<file path="config.mk">
export PLATFORM = sky130hd
export DESIGN_NAME = pipelined_cla_adder
export DESIGN_NICKNAME = d
export VERILOG_FILES = /design/src/rtl/pipelined_cla_adder.sv
export SDC_FILE = /design/constraint.sdc
export NUM_CORES = 1
export LEC_CHECK = 0
export CORE_AREA = 2 2 158 114
export DETAILED_ROUTE_END_ITERATION = 10
export DIE_AREA = 0 0 160 116
export PLACE_DENSITY = 0.58
export SLEW_MARGIN = 30
export SYNTH_ARGS = -nofsm -noshare
export SYNTH_HDL_FRONTEND = slang
export SYNTH_SLANG_ARGS = --single-unit
</file>
<file path="constraint.sdc">
create_clock -name clk -period 3.46 [get_ports clk]
set_input_delay 0.346 -clock clk [delete_from_list [all_inputs] [get_ports clk]]
set_output_delay 0.346 -clock clk [all_outputs]
set_load 0.05 [all_outputs]
</file>
<file path="src/rtl/pipelined_cla_adder.sv">
// pipelined_cla_adder: two-stage carry-lookahead adder/subtractor with valid/ready flow control.
// S1 holds bit and group generate/propagate, S2 holds the resolved sum and flags.
module pipelined_cla_adder #(
  parameter int WIDTH = 32,
  parameter int GROUP = 4
) (
  input  logic             clk,
  input  logic             rst,
  input  logic             in_valid,
  output logic             in_ready,
  input  logic [WIDTH-1:0] a,
  input  logic [WIDTH-1:0] b,
  input  logic             cin,
  input  logic             sub,
  output logic             out_valid,
  input  logic             out_ready,
  output logic [WIDTH-1:0] sum,
  output logic             cout,
  output logic             ovf,
  output logic             zero
);
  localparam int NG = WIDTH / GROUP;

  // Flattened sum-of-products carry into bit hi from generate/propagate bits lo..hi-1.
  function automatic logic lookahead(input logic [WIDTH-1:0] g, input logic [WIDTH-1:0] p,
                                     input logic ci, input int lo, input int hi);
    logic c, t;
    c = 1'b0;
    t = 1'b1;
    for (int m = WIDTH - 1; m >= 0; m--)
      if (m >= lo && m < hi) begin
        c = c | (t & g[m]);
        t = t & p[m];
      end
    return c | (t & ci);
  endfunction

  logic [WIDTH-1:0] w_bx, w_p, w_g, w_ggx, w_ppx, w_sum;
  logic [NG-1:0]    w_gg, w_pp;
  logic [NG:0]      w_gc;
  logic [WIDTH:0]   w_c;
  logic             w_s1_load, w_s2_load;
  logic [WIDTH-1:0] r_p, r_g, r_sum;
  logic [NG-1:0]    r_gg, r_pp;
  logic             r_c0, r_v1, r_v2, r_cout, r_ovf, r_zero;

  assign w_bx = b ^ {WIDTH{sub}};
  assign w_p  = a ^ w_bx;
  assign w_g  = a & w_bx;

  always_comb begin
    w_gg = '0;
    w_pp = '0;
    for (int k = 0; k < NG; k++) begin
      w_gg[k] = lookahead(w_g, w_p, 1'b0, k * GROUP, k * GROUP + GROUP);
      w_pp[k] = &w_p[k*GROUP +: GROUP];
    end
  end

  always_comb begin
    w_ggx = '0;
    w_ppx = '0;
    w_ggx[NG-1:0] = r_gg;
    w_ppx[NG-1:0] = r_pp;
    w_gc = '0;
    for (int k = 0; k <= NG; k++)
      w_gc[k] = lookahead(w_ggx, w_ppx, r_c0, 0, k);
  end

  always_comb begin
    w_c = '0;
    for (int i = 0; i < WIDTH; i++)
      w_c[i] = lookahead(r_g, r_p, w_gc[i/GROUP], (i / GROUP) * GROUP, i);
    w_c[WIDTH] = w_gc[NG];
  end

  assign w_sum     = r_p ^ w_c[WIDTH-1:0];
  assign w_s2_load = !r_v2 || out_ready;
  assign w_s1_load = !r_v1 || w_s2_load;
  assign in_ready  = !rst && w_s1_load;

  always_ff @(posedge clk or posedge rst) begin
    if (rst) begin
      r_v1 <= 1'b0;
      r_p  <= '0;
      r_g  <= '0;
      r_gg <= '0;
      r_pp <= '0;
      r_c0 <= 1'b0;
    end else if (w_s1_load) begin
      r_v1 <= in_valid;
      r_p  <= w_p;
      r_g  <= w_g;
      r_gg <= w_gg;
      r_pp <= w_pp;
      r_c0 <= sub | cin;
    end
  end

  always_ff @(posedge clk or posedge rst) begin
    if (rst) begin
      r_v2   <= 1'b0;
      r_sum  <= '0;
      r_cout <= 1'b0;
      r_ovf  <= 1'b0;
      r_zero <= 1'b0;
    end else if (w_s2_load) begin
      r_v2   <= r_v1;
      r_sum  <= w_sum;
      r_cout <= w_c[WIDTH];
      r_ovf  <= w_c[WIDTH] ^ w_c[WIDTH-1];
      r_zero <= ~|w_sum;
    end
  end

  assign out_valid = r_v2;
  assign sum       = r_sum;
  assign cout      = r_cout;
  assign ovf       = r_ovf;
  assign zero      = r_zero;
endmodule

</file>
* After elaboration in Yosys (flattened, before gate mapping)
Cells that the tools add are included.
** Cells by class
- Bitwise gates (word level) :: 290
- Reduce and logical (&&, ||, !) cells :: 16
** Operators with widths (count)
- 1-bit AND :: 176
- 1-bit OR :: 109
- 32-bit bitwise XOR :: 3
- 32-bit AND :: 1
- 4-bit AND reduction :: 8
- 32-bit OR reduction :: 1
- 1-bit zero test :: 4
- 1-bit logical OR :: 2
- 1-bit logical AND :: 1
- 1-bit bitwise XOR :: 1
** Storage, ports and cells
- Bits in registers :: 117
- Input port bits :: 70
- Output and inout bits :: 37

* Depth between registers and ports, before layout
Gate-level depths: netlist of the first run.
- Depth in word-level cells :: 13
- Depth in mapped cells :: 12
- Mapped depth without buffers :: 12

* Worst setup path after synthesis of the first run
OpenSTA, ideal clock, no wires.
- Kind :: reg2reg
- Start point :: register r_c0
- End point :: register r_zero, in the netlist zero
- Data arrival time :: 2.683 ns
- Required time :: 3.368 ns
- Setup slack :: 0.685 ns
- Cell stages (with the launch flop) :: 13
- Period minus slack after synthesis :: 2.775 ns
- Cell sequence :: dfrtp_1 -> a21oi_2 -> o2111a_1 -> nor2_1 -> a21o_1 -> ha_1 -> nor4_1 -> nand3_1 -> and4b_1 -> nand4_1 -> and4bb_1 -> nand4_1 -> o31ai_2
** RTL lines
- start, declared :: RTL line 45 : logic r_c0, r_v1, r_v2, r_cout, r_ovf, r_zero;
- start signal, assigned :: RTL line 96 : r_c0 <= sub | cin;
- 1-bit AND :: RTL line 35 : return c | (t & ci);
- 1-bit OR :: RTL line 35
- 32-bit bitwise XOR :: RTL line 77 : assign w_sum = r_p ^ w_c[WIDTH-1:0];
- net w_sum[28] :: RTL line 38 : logic [WIDTH-1:0] w_bx, w_p, w_g, w_ggx, w_ppx, w_sum;
- 32-bit OR reduction :: RTL line 112 : r_zero <= ~|w_sum;
- 1-bit zero test :: RTL line 112
- end signal, assigned :: RTL line 112
- end, declared :: RTL line 45
The timed path passes the listed nets, and every way through them passes these cells.
A chain may end at the register's enable or synchronous reset.

* Final worst setup path of the first run
Ends and elaborated chain as after synthesis.

==> run_results.csv, run 1 <==
group,metric,value,unit
hold_path,hp-class,"in -> async",
timing,relSlewSlack,0.5462,
floorplanning,die_w,160,µm
timing,final.min_clock_period,3.101,ns
grt,grt_antenna_before_repair,0,
flow_run,drv_cap,0,
layout,layout_commonest_cell,"nand2_1",
floorplanning,core-area,16920,µm²
layout,nets,860,
logic_synthesis,synth_area_leaders,"dfrtp_1, nand2_1, ha_1",
logic_synthesis,ys_seq_area_frac,0.4686,
setup_path,startpoint_type,"register",
layout,drive_gt1_frac,0.06897,
clock_network,cts_max_level,3,
layout,layout.cells.most_common_list,"nand2_1, dfrtp_1, clkdlybuf4s50_1, xor2_1, ha_1",
setup_path,worstSetupEndpointType,"register",
timing,finalSetupViolations,0,
floorplanning,floorplan.die_area,18560,µm²
clock_network,hold_buffers,0,
grt,grt_max_degree,69,
logic_synthesis,syn_avg_cell_area,9.038,µm²
logic_synthesis,synth-edff-count,0,
clock_network,cts_tree,"done",
placement,port_buffers,106,
logic_synthesis,synthCells,650,
clock_network,clk_latency,0.35,ns
timing,fin_skew,0.007764,ns
setup_path,critPathMaxFanout,6,
timing,drv_slew,0,
floorplanning,die_h,116,µm
clock_network,clockBufferDepth,2,
layout,n_antenna_cell,0,
clock_network,numCtsBuffers,9,
timing,setup-tns-final,0,ns
route,drtIter0Drc,256,
layout,fill_cells,1711,
timing,rsz0062_at_grt,"no",
clock_network,cts_setup_buffers,0,
floorplanning,start_util,0.3473,
timing,period_share,0.8962,
grt,grt_pass1_vias,4821,
pwr,p_per_area,616.0,nW/µm²
clock_network,cts.repair.resized,0,
route,drtAntennaViolNets,0,
logic_synthesis,synth_nets,760,
logic_synthesis,synth_top_area_frac,0.4686,
logic_synthesis,synth_top_area_cell,"dfrtp_1",
placement,gp_congestion,0.8715,
timing,holdWs,0.4193,ns
grt,grt_pass1_wl,25350,µm
setup_path,critPathArrivalTime,3.36,ns
logic_synthesis,syn_area,5874,µm²
logic_synthesis,yosys_warnings,0,
grt,grt_usage,0.1741,
clock_network,clock-sinks,110,
floorplanning,io_pins,107,
clock_network,cts.clk_slew.worst_paths,0.07,ns
setup_path,crit_type,"reg -> reg",
clock_network,cts_root_buffer,"clkbuf_16",
floorplanning,fp-row-count,40,
route,postRouteWirelength,15330,µm
layout,area_delta_synth_final,27.56,%
route,vias,4786,
timing,hold_viol_final,0,
pwr,leakagePower,0.003590,µW
route,wl_per_cell,15.56,µm
logic_synthesis,synth.distinct_cells,48,
route,vias_per_cell,4.859,
pwr,vdd_ir_drop_max,308.3,µV
logic_synthesis,ys_ff_latch,110,
logic_synthesis,async_reset_ff_frac,1.000,
grt,grt_overflow,0,
route,remaining_drc_errors,0,
timing,fmax,322.5,MHz
route,first_pass_iters,5,
placement,dpl.hpwl,12070,µm
setup_path,critPathRequiredTime,3.72,ns
timing,tightestPinTransition,0.6808,ns
outcome,status,"completed",
logic_synthesis,synthFlopType,"dfrtp_1",
-- state kept, by name, summed over array words and instances, names as in the netlist --
signal	flops
out_valid	1
r_p	32
r_gg	8
ovf	1
r_v1	1
r_pp	8
r_g	24
zero	1
sum	32
cout	1
r_c0	1
-- Yosys cell counts (4+ instances only) --
library cell,count
xor2_1,41
a21oi_1,15
nand4_1,10
nand2_1,242
buf_1,4
or3_1,4
clkbuf_1,23
nor2_1,19
mux2_2,6
nand3_1,8
o21ai_0,31
nor3_1,9
a21o_1,22
dfrtp_1,110
ha_1,40
xnor2_1,11
o31ai_1,4
-- final timing paths --
kind	startpoint	end	slack, ns	cells after the start
min in group clk	r_g[5]	r_g[5]	0.48	2
setup / recovery	r_c0	zero	0.36	12
hold / removal	rst	r_g[9]	0.42	2
setup reg to reg	r_c0	zero	0.36	12
hold reg to reg	r_g[5]	r_g[5]	0.48	2
max in group asynchronous	rst	r_g[20]	2.24	3
-- logic make-up (layout without fill, tap and decap cells) --
family                     Yosys count  in the layout  share of synthesized area
xor gates and xnor gates            52             52                    0.07753
adders and majority gates           40             40                    0.08520
and+or+nand+nor                    311            311                     0.2219
AOI/OAI and AO/OA                  101            101                     0.1161
buffers and inverters               30            134                    0.01917
muxes                                6              6                    0.01150
DFF                                110            110                     0.4686
-- area by class of cell --
type,count,area (µm²),area share
Clock inverter,5,45.04,0.006011
Sequential cell,110,2753,0.3673
Clock buffer,10,239.0,0.03189
Multi-Input combinational cell,510,3013,0.4021
Timing Repair Buffer,116,1141,0.1523
Tap cell,231,289.0,0.03857
Inverter,3,13.76,0.001837
-- critical path, cell delays in order, from the launching register on --
cell and delay, ns:
dfrtp_1 0.47, a21oi_2 0.29, o2111a_1 0.33, nor2_1 0.10, a21o_1 0.22, ha_1 0.30, nor4_1 0.26, nand3_1 0.10
and4b_1 0.24, nand4_1 0.08, and4bb_1 0.29, nand4_1 0.12, o31ai_2 0.21
-- through the flow --
step / worst slack, ns / power, µW / instances / util / instance area [µm²]
after global routing: 0.005834 / 4881 / 985 / 0.4430 / 7493
after global placement: 0.4498 / 3617 / 970 / 0.4262 / 7209
final: 0.3590 / 4616 / 985 / 0.4430 / 7493
after CTS: 0.3431 / 4649 / 985 / 0.4430 / 7493
after detailed placement: 0.3773 / 3648 / 970 / 0.4262 / 7209
after floorplan: 0.2117 / 2947 / 650 / - / 5874
-- power breakdown --
group | leakage [µW] | internal (µW) | switching (µW)
clock | 0.000137 | 513 | 480
combinational | 0.00210 | 678 | 1150
sequential | 0.00135 | 1550 | 241
-- metal layers --
layer  vias up  part of all wire  track usage
met5         -                 0            0
met3        12             0.046      0.03329
met1      2278              0.52       0.2599
li1       2378                 -            -
met4         0            0.0094      0.04384
met2       118              0.43       0.2603
Power figures use the tool's default switching activity.
==> run 2: changes to the inputs <==
- ABC_AREA: not set -> 0
- CTS_BUF_LIST: not set -> sky130_fd_sc_hd__clkbuf_8 sky130_fd_sc_hd__clkbuf_16
- RECOVER_POWER: not set -> 50
==> run_results.csv, run 2 (synthesized netlist as in run 1, its figures left out) <==
group,metric,value,unit
pwr,combPwrFrac,0.395,
clock_network,cts.clk_slew.worst_paths,0.07,ns
setup_path,r2r_end,"zero",
route,vias_per_cell,4.835,
floorplanning,core-area,16920,µm²
pwr,intPower,2742,µW
pwr,leakagePower,0.003569,µW
pwr,switching_share,0.4055,
setup_path,critPathMaxFanout,6,
setup_path,reg2reg_slack,0.36,ns
clock_network,clock-sinks,110,
clock_network,cts_max_level,3,
clock_network,numCtsBuffers,9,
timing,rsz0062_at_grt,"no",
grt,grt_pass1_vias,4821,
layout,drive_gt1_frac,0.06233,
placement,gp_congestion,0.8715,
route,drtIter0Drc,256,
floorplanning,die_h,116,µm
route,wl_per_cell,15.57,µm
grt,grt_antenna_before_repair,0,
clock_network,cts.repair.resized,0,
route,postRouteWirelength,15340,µm
clock_network,clockBufferDepth,2,
route,first_pass_iters,5,
outcome,violations,"max-capacitance violations, max-slew violations",
placement,port_buffers,106,
route,remaining_drc_errors,0,
layout,area_delta_synth_final,27.16,%
timing,holdWs,0.4792,ns
route,drtAntennaViolNets,0,
timing,fin_skew,0.007702,ns
timing,drv_slew,83,
setup_path,critPathRequiredTime,3.72,ns
timing,finalSetupViolations,0,
setup_path,rr_worst_depth,12,
hold_path,hp-class,"reg -> reg",
clock_network,clk_latency,0.35,ns
setup_path,r2r_start,"r_c0",
grt,grt_usage,0.1741,
floorplanning,die_w,160,µm
clock_network,hold_buffers,0,
flow_run,drv_cap,2,
pwr,power.share.clock,0.216,
floorplanning,floorplan.die_area,18560,µm²
setup_path,worstSetupEndpointType,"register",
timing,period_share,0.8957,
clock_network,cts_setup_buffers,0,
timing,hold_viol_final,0,
clock_network,cts_tree,"done",
grt,grt_overflow,0,
setup_path,crit_type,"reg -> reg",
setup_path,crit_path_end,"zero",
floorplanning,start_util,0.3473,
layout,layout.cells.most_common_list,"nand2_1, dfrtp_1, clkdlybuf4s50_1, xor2_1, ha_1",
setup_path,critPathArrivalTime,3.36,ns
layout,nets,860,
grt,grt_max_degree,69,
floorplanning,fp-row-count,40,
pwr,p_per_area,617.4,nW/µm²
route,vias,4762,
setup_path,crit_start,"r_c0",
timing,fmax,322.7,MHz
timing,setup-tns-final,0,ns
grt,grt_pass1_wl,25350,µm
pwr,vdd_ir_drop_max,308.4,µV
outcome,status,"finished, violations left",
clock_network,cts_root_buffer,"clkbuf_16",
layout,layout_commonest_cell,"nand2_1",
layout,n_antenna_cell,0,
timing,final.min_clock_period,3.099,ns
pwr,p_sw,1870,µW
timing,relSlewSlack,-0.2793,
floorplanning,io_pins,107,
timing,tightestPinTransition,1.908,ns
pwr,power_frac_seq,0.389,
setup_path,startpoint_type,"register",
placement,dpl.hpwl,12070,µm
## run 2: changes by cell type in the layout (fill, tap and decap cells not counted)
cell	change
clkbuf_2	+2
inv_4	-1
dlygate4sd3_1	+2
nor2b_2	-1
clkinvlp_2	+1
buf_4	-6
nor2b_1	+1
clkdlybuf4s50_1	-2
clkbuf_1	+4
## run 2: power by group through the flow
stage	Clock, µW	Sequential, µW	Combinational, µW
2_1_floorplan	0	2250	695
3_3_place_gp	0	1810	1810
3_5_place_dp	0	1820	1820
4_1_cts	1020	1800	1830
5_1_grt	1080	1840	1960
6_report	996	1800	1820
## run 2: metrics by stage
stage                     total power (µW)  std cells  utilization  setup WS [ns]  area (µm²)
after detailed placement              3648        970       0.4262         0.3773        7209
after global routing                  4878        985       0.4416       0.005834        7470
after floorplan                       2947        650            -         0.2117        5874
final                                 4612        985       0.4416         0.3610        7470
after global placement                3617        970       0.4262         0.4498        7209
after CTS                             4649        985       0.4430         0.3431        7493
## run 2: per-layer routing
| layer | global-route usage | vias to the layer above | share of wire |
|---|---|---|---|
| li1 | - | 2378 | - |
| met1 | 0.2599 | 2252 | 0.51 |
| met2 | 0.2603 | 120 | 0.43 |
| met3 | 0.03329 | 12 | 0.051 |
| met4 | 0.04384 | 0 | 0.0094 |
| met5 | 0 | - | 0 |
## run 2: worst min-delay path by stage
| stage | from | endpoint | depth (start not counted) |
|---|---|---|---|
| floorplan | r_g[5] | r_g[5] | 2 |
| global placement | sum[28] | sum[28] | 2 |
| detailed placement | sum[28] | sum[28] | 2 |
| CTS | rst | sum[11] | 2 |
| global route | r_g[5] | r_g[5] | 2 |
| finish | r_g[5] | r_g[5] | 2 |
## run 2: final cells by class
class	instances	area [µm²]
flip-flops and latches	110	2753
clock buffers	10	239.0
well taps	231	289.0
repair buffers	116	1121
fillers	1714	9447
inverters	3	12.51
clock inverters	5	45.04
multi-input cells	510	3010
## run 2: critical path: stages, from the launching register on
cell and delay [ns]:
dfrtp_1 0.47, a21oi_2 0.29, o2111a_1 0.33, nor2_1 0.10, a21o_1 0.22, ha_1 0.30, nor4_1 0.26, nand3_1 0.10
and4b_1 0.24, nand4_1 0.08, and4bb_1 0.29, nand4_1 0.12, o31ai_2 0.21
